<file path="config.mk">
export PLATFORM = sky130hd
export DESIGN_NAME = rtc_bus_sequencer_flat
export DESIGN_NICKNAME = d
export VERILOG_FILES = /design/src/rtl/rtc_bus_pkg.sv /design/src/rtl/rtc_bus_sequencer_if.sv /design/src/rtl/rtc_phase_timer.sv /design/src/rtl/rtc_bus_sequencer.sv /design/src/flat_wrapper.sv
export SDC_FILE = /design/constraint.sdc
export NUM_CORES = 1
export LEC_CHECK = 0
export ABC_CLOCK_PERIOD_IN_PS = 2300
export BUFFER_PORTS_ARGS = -buffer_cell sky130_fd_sc_hd__buf_2
export CORE_MARGIN = 1
export CORE_UTILIZATION = 44
export DETAILED_ROUTE_END_ITERATION = 12
export PLACE_DENSITY = 0.71
export SYNTH_ARGS = -nofsm -noshare
export SYNTH_HDL_FRONTEND = slang
export SYNTH_HIERARCHICAL = 1
export SYNTH_SLANG_ARGS = --single-unit
</file>
<file path="constraint.sdc">
create_clock -name clk -period 2.3 [get_ports clk]
set_clock_uncertainty 0.1 [all_clocks]
set_input_delay 0.575 -clock clk [delete_from_list [all_inputs] [get_ports clk]]
set_output_delay 0.575 -clock clk [all_outputs]
set_load 0.03 [all_outputs]
</file>
<file path="src/rtl/rtc_bus_pkg.sv">
`default_nettype none
// ============================================================================
//  Module   : rtc_bus_pkg
//  Purpose  : Shared types and constants for the RTC bus sequencer: FSM
//             state encoding, default strobe timing, bus width and the
//             requester-side encoding used by the round-robin arbiter.
//  Revision : 1.0 - initial release
// ============================================================================
package rtc_bus_pkg;

  localparam int unsigned AD_W  = 8;
  localparam int unsigned CNT_W = 4;

  localparam int unsigned DEF_T_SETUP   = 2;
  localparam int unsigned DEF_T_PULSE   = 10;
  localparam int unsigned DEF_T_HOLD    = 2;
  localparam int unsigned DEF_T_RECOVER = 4;

  typedef enum logic [2:0] {
    ST_IDLE    = 3'd0,
    ST_A_SETUP = 3'd1,
    ST_A_PULSE = 3'd2,
    ST_A_HOLD  = 3'd3,
    ST_D_SETUP = 3'd4,
    ST_D_PULSE = 3'd5,
    ST_D_HOLD  = 3'd6,
    ST_RECOVER = 3'd7
  } state_t;

  typedef enum logic {
    SIDE_READ  = 1'b0,
    SIDE_WRITE = 1'b1
  } side_t;

  // Round-robin helper: the side that was not served last.
  function automatic side_t other_side(input side_t s);
    return (s == SIDE_READ) ? SIDE_WRITE : SIDE_READ;
  endfunction

endpackage
`default_nettype wire

</file>
<file path="src/rtl/rtc_bus_sequencer_if.sv">
`default_nettype none
// ============================================================================
//  Module   : rtc_bus_sequencer_if
//  Purpose  : Requester handshakes and RTC pin bundle. The master modport is
//             the sequencer's view (it owns the bus); the slave modport is
//             the view of the requesters and the pads.
//  Revision : 1.0 - initial release
// ============================================================================
interface rtc_bus_sequencer_if;
  import rtc_bus_pkg::*;

  logic            en;
  logic            w_req;
  logic [AD_W-1:0] w_addr;
  logic [AD_W-1:0] w_data;
  logic            w_ack;
  logic            r_req;
  logic [AD_W-1:0] r_addr;
  logic [AD_W-1:0] r_data;
  logic            r_valid;
  logic            busy;
  logic            cs_n;
  logic            wr_n;
  logic            rd_n;
  logic            ad_sel;
  logic [AD_W-1:0] ad_out;
  logic            ad_oe;
  logic [AD_W-1:0] ad_in;

  modport master (
    input  en, w_req, w_addr, w_data, r_req, r_addr, ad_in,
    output w_ack, r_data, r_valid, busy, cs_n, wr_n, rd_n, ad_sel, ad_out, ad_oe
  );

  modport slave (
    output en, w_req, w_addr, w_data, r_req, r_addr, ad_in,
    input  w_ack, r_data, r_valid, busy, cs_n, wr_n, rd_n, ad_sel, ad_out, ad_oe
  );

endinterface
`default_nettype wire

</file>
<file path="src/rtl/rtc_phase_timer.sv">
`default_nettype none
// ============================================================================
//  Module   : rtc_phase_timer
//  Purpose  : Loadable down-counter timing each bus phase. Loaded with
//             (length-1) on phase entry; done is high once it reaches zero.
//  Revision : 1.0 - initial release
// ============================================================================
module rtc_phase_timer
  import rtc_bus_pkg::*;
(
  input  logic             clk,
  input  logic             Reset_n,
  input  logic             load_i,
  input  logic [CNT_W-1:0] load_val_i,
  output logic             done_o
);

  logic [CNT_W-1:0] cnt_q;
  logic [CNT_W-1:0] cnt_d;

  // Reload on phase entry, otherwise count down and park at zero
  always_comb begin
    cnt_d = cnt_q;
    if (load_i) begin
      cnt_d = load_val_i;
    end else if (cnt_q != '0) begin
      cnt_d = cnt_q - 1'b1;
    end
  end

  // Counter register
  always_ff @(posedge clk or negedge Reset_n) begin
    if (!Reset_n) begin
      cnt_q <= '0;
    end else begin
      cnt_q <= cnt_d;
    end
  end

  assign done_o = (cnt_q == '0);

endmodule
`default_nettype wire

</file>
<file path="src/rtl/rtc_bus_sequencer.sv">
`default_nettype none
// ============================================================================
//  Module   : rtc_bus_sequencer
//  Purpose  : Sole driver of the RTC multiplexed address/data bus. Arbitrates
//             between the write and periodic-read requesters (round-robin on
//             ties) and generates chip-select, address-phase and data-phase
//             strobe timing. Every output is registered from the next state.
//  Revision : 1.0 - initial release
// ============================================================================
module rtc_bus_sequencer
  import rtc_bus_pkg::*;
#(
  parameter int unsigned T_SETUP   = DEF_T_SETUP,
  parameter int unsigned T_PULSE   = DEF_T_PULSE,
  parameter int unsigned T_HOLD    = DEF_T_HOLD,
  parameter int unsigned T_RECOVER = DEF_T_RECOVER
) (
  input  logic                clk,
  input  logic                Reset_n,
  rtc_bus_sequencer_if.master bus
);

  localparam logic [CNT_W-1:0] SETUP_LD   = CNT_W'(T_SETUP - 1);
  localparam logic [CNT_W-1:0] PULSE_LD   = CNT_W'(T_PULSE - 1);
  localparam logic [CNT_W-1:0] HOLD_LD    = CNT_W'(T_HOLD - 1);
  localparam logic [CNT_W-1:0] RECOVER_LD = CNT_W'(T_RECOVER - 1);

  state_t          state_q, state_d;
  side_t           last_q, last_d;
  side_t           dir_q, dir_d;
  side_t           pick;
  logic [AD_W-1:0] addr_q, addr_d;
  logic [AD_W-1:0] data_q, data_d;

  logic            cs_n_q, cs_n_d;
  logic            wr_n_q, wr_n_d;
  logic            rd_n_q, rd_n_d;
  logic            ad_sel_q, ad_sel_d;
  logic            ad_oe_q, ad_oe_d;
  logic [AD_W-1:0] ad_out_q, ad_out_d;
  logic [AD_W-1:0] r_data_q, r_data_d;
  logic            w_ack_q, w_ack_d;
  logic            r_valid_q, r_valid_d;
  logic            busy_q, busy_d;

  logic             tmr_load;
  logic [CNT_W-1:0] tmr_val;
  logic             tmr_done;

  // Phase length (minus one) for the phase being entered.
  function automatic logic [CNT_W-1:0] phase_load(input state_t s);
    logic [CNT_W-1:0] v;
    v = '0;
    case (s)
      ST_A_SETUP, ST_D_SETUP: v = SETUP_LD;
      ST_A_PULSE, ST_D_PULSE: v = PULSE_LD;
      ST_A_HOLD,  ST_D_HOLD:  v = HOLD_LD;
      ST_RECOVER:             v = RECOVER_LD;
      default:                v = '0;
    endcase
    return v;
  endfunction

  // The timer restarts whenever the FSM moves to a different state
  assign tmr_load = (state_d != state_q);
  assign tmr_val  = phase_load(state_d);

  rtc_phase_timer u_timer (
    .clk        (clk),
    .Reset_n    (Reset_n),
    .load_i     (tmr_load),
    .load_val_i (tmr_val),
    .done_o     (tmr_done)
  );

  // Arbitration in IDLE and phase sequencing on timer expiry
  always_comb begin
    state_d = state_q;
    last_d  = last_q;
    dir_d   = dir_q;
    addr_d  = addr_q;
    data_d  = data_q;
    pick    = SIDE_READ;
    case (state_q)
      ST_IDLE: begin
        if (bus.en && (bus.w_req || bus.r_req)) begin
          if (bus.w_req && bus.r_req) begin
            pick = other_side(last_q);
          end else if (bus.w_req) begin
            pick = SIDE_WRITE;
          end else begin
            pick = SIDE_READ;
          end
          state_d = ST_A_SETUP;
          last_d  = pick;
          dir_d   = pick;
          addr_d  = (pick == SIDE_WRITE) ? bus.w_addr : bus.r_addr;
          data_d  = bus.w_data;
        end
      end
      ST_A_SETUP: if (tmr_done) state_d = ST_A_PULSE;
      ST_A_PULSE: if (tmr_done) state_d = ST_A_HOLD;
      ST_A_HOLD:  if (tmr_done) state_d = ST_D_SETUP;
      ST_D_SETUP: if (tmr_done) state_d = ST_D_PULSE;
      ST_D_PULSE: if (tmr_done) state_d = ST_D_HOLD;
      ST_D_HOLD:  if (tmr_done) state_d = ST_RECOVER;
      ST_RECOVER: if (tmr_done) state_d = ST_IDLE;
      default:    state_d = ST_IDLE;
    endcase
  end

  // Pin values for the upcoming state; ad_out/ad_sel only move in SETUP
  always_comb begin
    cs_n_d    = 1'b1;
    wr_n_d    = 1'b1;
    rd_n_d    = 1'b1;
    ad_oe_d   = 1'b0;
    ad_sel_d  = ad_sel_q;
    ad_out_d  = ad_out_q;
    case (state_d)
      ST_A_SETUP: begin
        cs_n_d   = 1'b0;
        ad_oe_d  = 1'b1;
        ad_sel_d = 1'b0;
        ad_out_d = addr_d;
      end
      ST_A_PULSE: begin
        cs_n_d  = 1'b0;
        ad_oe_d = 1'b1;
        wr_n_d  = 1'b0;
      end
      ST_A_HOLD: begin
        cs_n_d  = 1'b0;
        ad_oe_d = 1'b1;
      end
      ST_D_SETUP: begin
        cs_n_d   = 1'b0;
        ad_sel_d = 1'b1;
        ad_oe_d  = (dir_d == SIDE_WRITE);
        if (dir_d == SIDE_WRITE) ad_out_d = data_d;
      end
      ST_D_PULSE: begin
        cs_n_d  = 1'b0;
        ad_oe_d = (dir_d == SIDE_WRITE);
        if (dir_d == SIDE_WRITE) wr_n_d = 1'b0;
        else                     rd_n_d = 1'b0;
      end
      ST_D_HOLD: begin
        cs_n_d  = 1'b0;
        ad_oe_d = (dir_d == SIDE_WRITE);
      end
      default: ;
    endcase

    // Completion pulses line up with the first RECOVER cycle
    w_ack_d   = (state_q == ST_D_HOLD) && (state_d == ST_RECOVER) && (dir_q == SIDE_WRITE);
    r_valid_d = (state_q == ST_D_HOLD) && (state_d == ST_RECOVER) && (dir_q == SIDE_READ);
    busy_d    = (state_d != ST_IDLE);

    // Read data is sampled on the final cycle rd_n is low
    r_data_d = r_data_q;
    if ((state_q == ST_D_PULSE) && tmr_done && (dir_q == SIDE_READ)) begin
      r_data_d = bus.ad_in;
    end
  end

  // FSM state, arbitration history and latched transaction
  always_ff @(posedge clk or negedge Reset_n) begin
    if (!Reset_n) begin
      state_q <= ST_IDLE;
      last_q  <= SIDE_READ;
      dir_q   <= SIDE_READ;
      addr_q  <= '0;
      data_q  <= '0;
    end else begin
      state_q <= state_d;
      last_q  <= last_d;
      dir_q   <= dir_d;
      addr_q  <= addr_d;
      data_q  <= data_d;
    end
  end

  // Registered outputs
  always_ff @(posedge clk or negedge Reset_n) begin
    if (!Reset_n) begin
      cs_n_q    <= 1'b1;
      wr_n_q    <= 1'b1;
      rd_n_q    <= 1'b1;
      ad_sel_q  <= 1'b1;
      ad_oe_q   <= 1'b0;
      ad_out_q  <= '0;
      r_data_q  <= '0;
      w_ack_q   <= 1'b0;
      r_valid_q <= 1'b0;
      busy_q    <= 1'b0;
    end else begin
      cs_n_q    <= cs_n_d;
      wr_n_q    <= wr_n_d;
      rd_n_q    <= rd_n_d;
      ad_sel_q  <= ad_sel_d;
      ad_oe_q   <= ad_oe_d;
      ad_out_q  <= ad_out_d;
      r_data_q  <= r_data_d;
      w_ack_q   <= w_ack_d;
      r_valid_q <= r_valid_d;
      busy_q    <= busy_d;
    end
  end

  assign bus.cs_n    = cs_n_q;
  assign bus.wr_n    = wr_n_q;
  assign bus.rd_n    = rd_n_q;
  assign bus.ad_sel  = ad_sel_q;
  assign bus.ad_oe   = ad_oe_q;
  assign bus.ad_out  = ad_out_q;
  assign bus.r_data  = r_data_q;
  assign bus.w_ack   = w_ack_q;
  assign bus.r_valid = r_valid_q;
  assign bus.busy    = busy_q;

endmodule
`default_nettype wire

</file>
<file path="src/flat_wrapper.sv">
// flat-port wrapper written by rule: the top's interface ports become plain ports
module rtc_bus_sequencer_flat import rtc_bus_pkg::*;
#(
  parameter int unsigned T_SETUP   = DEF_T_SETUP,
  parameter int unsigned T_PULSE   = DEF_T_PULSE,
  parameter int unsigned T_HOLD    = DEF_T_HOLD,
  parameter int unsigned T_RECOVER = DEF_T_RECOVER
)
  (clk, Reset_n, bus_en, bus_w_req, bus_w_addr, bus_w_data, bus_r_req, bus_r_addr, bus_ad_in, bus_w_ack, bus_r_data, bus_r_valid, bus_busy, bus_cs_n, bus_wr_n, bus_rd_n, bus_ad_sel, bus_ad_out, bus_ad_oe);
  rtc_bus_sequencer_if bus_i ();
  input  logic clk;
  input  logic Reset_n;
  input wire logic [$bits(bus_i.en)-1:0] bus_en;
  input wire logic [$bits(bus_i.w_req)-1:0] bus_w_req;
  input wire logic [$bits(bus_i.w_addr)-1:0] bus_w_addr;
  input wire logic [$bits(bus_i.w_data)-1:0] bus_w_data;
  input wire logic [$bits(bus_i.r_req)-1:0] bus_r_req;
  input wire logic [$bits(bus_i.r_addr)-1:0] bus_r_addr;
  input wire logic [$bits(bus_i.ad_in)-1:0] bus_ad_in;
  output wire logic [$bits(bus_i.w_ack)-1:0] bus_w_ack;
  output wire logic [$bits(bus_i.r_data)-1:0] bus_r_data;
  output wire logic [$bits(bus_i.r_valid)-1:0] bus_r_valid;
  output wire logic [$bits(bus_i.busy)-1:0] bus_busy;
  output wire logic [$bits(bus_i.cs_n)-1:0] bus_cs_n;
  output wire logic [$bits(bus_i.wr_n)-1:0] bus_wr_n;
  output wire logic [$bits(bus_i.rd_n)-1:0] bus_rd_n;
  output wire logic [$bits(bus_i.ad_sel)-1:0] bus_ad_sel;
  output wire logic [$bits(bus_i.ad_out)-1:0] bus_ad_out;
  output wire logic [$bits(bus_i.ad_oe)-1:0] bus_ad_oe;
  assign bus_i.en = bus_en;
  assign bus_i.w_req = bus_w_req;
  assign bus_i.w_addr = bus_w_addr;
  assign bus_i.w_data = bus_w_data;
  assign bus_i.r_req = bus_r_req;
  assign bus_i.r_addr = bus_r_addr;
  assign bus_i.ad_in = bus_ad_in;
  assign bus_w_ack = bus_i.w_ack;
  assign bus_r_data = bus_i.r_data;
  assign bus_r_valid = bus_i.r_valid;
  assign bus_busy = bus_i.busy;
  assign bus_cs_n = bus_i.cs_n;
  assign bus_wr_n = bus_i.wr_n;
  assign bus_rd_n = bus_i.rd_n;
  assign bus_ad_sel = bus_i.ad_sel;
  assign bus_ad_out = bus_i.ad_out;
  assign bus_ad_oe = bus_i.ad_oe;
  rtc_bus_sequencer #(.T_SETUP(T_SETUP), .T_PULSE(T_PULSE), .T_HOLD(T_HOLD), .T_RECOVER(T_RECOVER)) u_core (.clk(clk), .Reset_n(Reset_n), .bus(bus_i));
endmodule
</file>
After elaboration in Yosys (flattened, before gate mapping)
Index checks and enable logic that the tools add are counted.
W data, S select, Z words.
Word-level totals
  output and inout port bits: 24
  input port bits: 37
  ROM bits: 0
  register bits: 49
  latch bits: 0
  bits in writable memories: 0
  logic and storage cells: 88
  memories kept: 0
Cells by class
  magnitude comparators: 0
  muxes and demuxes: 33
  div/mod/pow operators: 0
  multiply operators: 0
  bitwise gates (word level): 1
  reductions and logical operators: 21
  shift operators: 0
  $add $sub $neg: 1
  equality and inequality tests: 16
Operators by type and width (count)
  $mux W8: 6
  $eq A3 B3 Y1 const B: 8
  $mux W3: 8
  $pmux W3 S8: 1
  $pmux W8 S2: 1
  $eq A3 B2 Y1 const B: 4
  $pmux W4 S3: 1
  $mux W1: 11
  $mux W4: 2
  $logic_and A1 B1 Y1: 7
  $eq A3 B1 Y1 const B: 2
  $pmux W1 S2: 3
  $reduce_or A3 Y1: 2
  $reduce_or A6 Y1: 1
  $logic_not A4 Y1: 1
  $reduce_and A2 Y1: 2
  $reduce_bool A2 Y1: 2
  $reduce_bool A4 Y1: 1
  $reduce_or A4 Y1: 1
  $sub A4 B1 Y4 const B: 1
  $logic_not A3 Y1: 1
  $ne A3 B3 Y1: 1
  $reduce_bool A3 Y1: 1
  $ne A2 B1 Y1 const B: 1
  3 further kinds: 3

Depth between registers and ports, before layout
  depth in word-level cells: 8
  depth in mapped cells: 10
  depth with buffers taken out: 9

Hierarchy
The synthesis kept the hierarchy.
By module, submodules not included
  rtc_bus_sequencer: times used 1, area each 2133.3 um^2, sequential area each 1131.1 um^2, cells an instance 177
  rtc_phase_timer: times used 1, area each 232.7 um^2, sequential area each 100.1 um^2, cells an instance 23

Worst setup path before layout
Ideal clock, no wire load.
  path kind: reg-to-reg
  start point: reg u_core.u_timer.cnt_q[0]
  end point: reg u_core.r_data_q[0], in the netlist u_core/bus.r_data[0]
  cell stages (with the launch flop): 8
  path slack: -0.087 ns
  arrival: 2.162 ns
  required time: 2.075 ns
  path buffers: 1
  period minus slack after synthesis: 2.387 ns
  setup time: 0.125 ns
  cells stage by stage: dfrtp_1 > inv_1 > ha_1 > nor3b_4 > clkbuf_2 > nand2_1 > nor4b_2 > mux2_2
Between the ends
  longest elaborated chain between the ends: 3
RTL lines
  from (decl): line rtc_phase_timer.sv:18  | logic [CNT_W-1:0] cnt_q;
  from (signal assigned): line rtc_phase_timer.sv:36  | cnt_q <= cnt_d;
  $logic_not A4 Y1: line rtc_phase_timer.sv:40  | assign done_o = (cnt_q == '0);
  net u_core.tmr_done: line rtc_bus_sequencer.sv:48  | logic tmr_done;
  $logic_and A1 B1 Y1 (2 in a row): line rtc_bus_sequencer.sv:162  | if ((state_q == ST_D_PULSE) && tmr_done && (dir_q == SIDE_READ)) begin
  to (signal assigned): line rtc_bus_sequencer.sv:204  | r_data_q <= r_data_d;
  to (decl): line rtc_bus_sequencer.sv:41  | logic [AD_W-1:0] r_data_q, r_data_d;
The timed path passes the listed nets, and every way through them passes these cells.
A chain may end at the register's enable or synchronous reset.

Final worst setup path
  start point: reg u_core.u_timer.cnt_q[0]
  end point: reg u_core.ad_out_q[0], in the netlist u_core/bus.ad_out[0]
Between the ends
  longest elaborated chain between the ends: 6
  elaborated cells on any way between the ends: 15
  those cells by class: eq/ne (3); mux (9); reduce/logical (3)
RTL lines
  $logic_not A4 Y1 *: line rtc_phase_timer.sv:40
  net u_core.tmr_done: line rtc_bus_sequencer.sv:48
  $mux W3 (tied with other cells): line rtc_bus_sequencer.sv:107  | ST_RECOVER: if (tmr_done) state_d = ST_IDLE;
  $pmux W3 S8 *: line rtc_bus_sequencer.sv:84  | case (state_q)
  $eq A3 B3 Y1 or $eq A3 B1 Y1 (tied branches): line rtc_bus_sequencer.sv:120  | case (state_d)
  $ne A2 B1 Y1 (no line) or $reduce_bool A2 Y1 (tied branches)
  $reduce_and A2 Y1 (no line)
  to (signal assigned): line rtc_bus_sequencer.sv:203  | ad_out_q <= ad_out_d;
  to (decl): line rtc_bus_sequencer.sv:40  | logic [AD_W-1:0] ad_out_q, ad_out_d;
Mark *: on every way through the listed nets, which the timed path passes. The rest lies on a longest branch.

==> impl_metrics.json <==
{
  "status": "finished clean",
  "rrSetupSlack_ns": 0.1,
  "cts_buffers": 5,
  "yosys_most_used_dff": "dfrtp_1",
  "cts.sinks": 49,
  "slowest_stage": "or4b_4",
  "crit_buf_inv": 3,
  "grt_pass1_wl_um": 7430,
  "critPathMaxFanout": 16,
  "avgSynthCellArea_um2": 11.8,
  "setup.worst_path.class": "flop to flop",
  "min_path_type": "primary input to async pin",
  "synthToLayoutAreaGrowth_pct": 27.1,
  "power_mw": 4.57,
  "setup_viol": 0,
  "dpl.hpwl_um": 3340,
  "vias": 1769,
  "finalHoldViolations": 0,
  "drt_iter0_drc": 72,
  "die_h_um": 75.3,
  "clock_path_buffers": 2,
  "die_area_um2": 5670,
  "h-tree-depth": 2,
  "die_w_um": 75.3,
  "critical_path.endpoint_type": "flop",
  "regToRegStartpoint": "u_core/u_timer/cnt_q[0]$_DFFE_PN0P_",
  "start_kind": "flop",
  "max_cap_viol_count": 0,
  "arrival_ns": 2.30,
  "syn_area_um2": 2370,
  "drc": 0,
  "period_share": 0.958,
  "maxSlewHeadroom": 0.596,
  "avgRoutedWirePerCell_um": 13.3,
  "gr-usage-all-layers": 0.177,
  "fin_setup_tns_ns": 0,
  "reg2reg_to": "u_core/bus.ad_out[0]$_DFFE_PN0P_",
  "critPathMaxStageDelay_ns": 0.50,
  "finalCriticalPeriod_ns": 2.20,
  "cts_tree": "yes",
  "synth_nets": 238,
  "io_buffers": 60,
  "core-area_um2": 5140,
  "start_util": 0.460,
  "clk_pin_slew_ns": 0.09,
  "crit_family": "simple AND/OR/NAND/NOR gates",
  "via_per_inst": 5.08,
  "yosysSeqAreaShare": 0.520,
  "vdd_drop_max_mv": 0.656,
  "syn_inst": 200,
  "synth-async-reset-ratio": 1.00,
  "drt_pre_antenna_iters": 4,
  "fmax_mhz": 454,
  "worstMarginPinSlew_ns": 0.606,
  "crit_required_ns": 2.40,
  "gp_congestion": 0.790,
  "cp_cell_sequence": "inv_2, ha_2, nor3b_4, buf_4, or4b_4, a21oi_4, buf_12, nor3_1, a221oi_2",
  "antenna_found_initial": 0,
  "p_leak_nw": 1.45,
  "ant_nets": 0,
  "io_pins": 61,
  "synthDistinctLibCells": 42,
  "yosys_warnings": 6,
  "antenna_cells": 0,
  "synth_edf_count": 0,
  "nets": 315,
  "insertion_delay_ns": 0.29,
  "nFillCells": 477,
  "grt.overflow.total": 0,
  "grt_start_max_net_pins": 50,
  "reg2reg_depth": 9,
  "slew_viol_final": 0,
  "drive_gt1_frac": 0.450,
  "cts-root-buf": "clkbuf_8",
  "rows": 26,
  "grt_pass1_vias": 1632,
  "synth-seq-cells": 49,
  "wl_um": 4610,
  "power.density_nw_per_um2": 1520
}
registers in the layout, summed over array words and instances, names as in the netlist, 3 cells and up:
signal / cells
u_core/state_q: 3
u_core/bus.r_data: 8
u_core/bus.ad_out: 8
u_core/u_timer/cnt_q: 4
u_core/data_q: 8
u_core/addr_q: 8
what timing repair did:
item / CTS / global route
cloned: 0 / 0
hold buffers: 0 / 0
setup buffers: 0 / 3
gates resized for setup: 1 / 5
setup endpoints to repair: 1 / 20
metal layers:
metal  up-vias  share of wire  GRT usage
li1        863              -          -
met1       866           0.45      0.247
met2        38           0.50      0.277
met3         2          0.045     0.0397
met4         0         0.0074     0.0556
met5         -              0          0
worst max path at each step:
stage | cells after the start | slack, ns | start | end
finish | 9 | 0.1 | u_core/u_timer/cnt_q[0]$_DFFE_PN0P_ | u_core/bus.ad_out[0]$_DFFE_PN0P_
global route | 9 | -0.02 | u_core/u_timer/cnt_q[0]$_DFFE_PN0P_ | u_core/bus.ad_out[4]$_DFFE_PN0P_
detailed placement | 7 | -0.02 | bus_en | u_core/u_timer/cnt_q[3]$_DFFE_PN0P_
floorplan | 8 | 0.006 | bus_en | u_core/u_timer/cnt_q[3]$_DFFE_PN0P_
CTS | 9 | 0.04 | u_core/u_timer/cnt_q[0]$_DFFE_PN0P_ | u_core/bus.ad_out[0]$_DFFE_PN0P_
global placement | 6 | 0.01 | bus_en | u_core/bus.ad_oe$_DFF_PN0_
cell type report:
| class | count | area [µm²] | share of cell area |
|---|---|---|---|
| flip-flops and latches | 49 | 1230 | 0.409 |
| multi-input cells | 119 | 1000 | 0.334 |
| repair buffers | 82 | 490 | 0.163 |
| well taps | 70 | 87.6 | 0.0291 |
| clock buffers | 6 | 82.6 | 0.0275 |
| inverters | 20 | 75.1 | 0.0250 |
| clock inverters | 2 | 37.5 | 0.0125 |
cells in the final DEF, fill, tap and decap left out, drive strengths merged:
cell type / instances
or4b: 2
nor3b: 2
a211o: 1
nor4b: 1
o21a: 1
dfstp: 4
o211ai: 1
inv: 20
nand2b: 1
o21ai: 14
a221o: 1
buf: 82
or3: 2
o22ai: 1
dfrtp: 45
nor3: 11
mux2: 10
nor2: 6
a21boi: 1
bufinv: 1
clkinvlp: 1
mux2i: 18
o31a: 10
or2: 2
a221oi: 8
a21oi: 3
nor2b: 4
nand3b: 1
conb: 1
clkbuf: 6
nand3: 3
nand2: 8
nand4b: 2
ha: 1
xnor2: 2
o32ai: 1
per-stage QoR:
step / area [µm²] / instances / hold WS, ns / setup slack (ns) / util
after global placement: 2860 / 337 / 0.386 / 0.0132 / 0.556
after floorplan: 2390 / 200 / 0.179 / 0.00618 / -
after global routing: 3010 / 348 / 0.330 / -0.0216 / 0.585
after detailed placement: 2860 / 337 / 0.391 / -0.0235 / 0.556
final: 3010 / 348 / 0.269 / 0.0970 / 0.585
after CTS: 2980 / 345 / 0.288 / 0.0411 / 0.580
cells in the mapped netlist, types with 2 or more instances:
master	instances	area [µm²]
a21oi_1	2	10.0
a221oi_2	8	120
buf_2	2	10.0
buf_6	4	45.0
clkbuf_1	4	15.0
dfrtp_1	45	1130
dfstp_2	4	105
inv_1	20	75.1
mux2_2	10	113
mux2i_1	18	180
nand2_1	8	30.0
nand3_1	3	15.0
nand4b_1	2	17.5
nor2_1	4	15.0
nor2b_1	4	25.0
nor3_1	11	55.1
o21ai_0	12	60.1
o21ai_1	2	10.0
o31a_1	10	87.6
or2_2	2	12.5
or3_1	2	12.5
or4b_1	2	20.0
xnor2_1	2	17.5
where the power goes:
group          internal, mW  leakage (nW)  switching [mW]
clock network         0.353        0.0574           0.272
registers              1.29         0.595           0.187
logic                  1.07         0.800            1.40
total                  2.71          1.45            1.85
kinds of logic after synthesis:
group	Yosys count	share of synthesized area
AOI/OAI and AO/OA	42	0.155
xor gates and xnor gates	2	0.00740
adders and majority gates	1	0.00529
buffers and inverters	32	0.0666
DFF	49	0.520
muxes	28	0.124
other	1	0.00158
and+or+nand+nor	45	0.120
No activity file was read; power rests on OpenSTA's default activity.
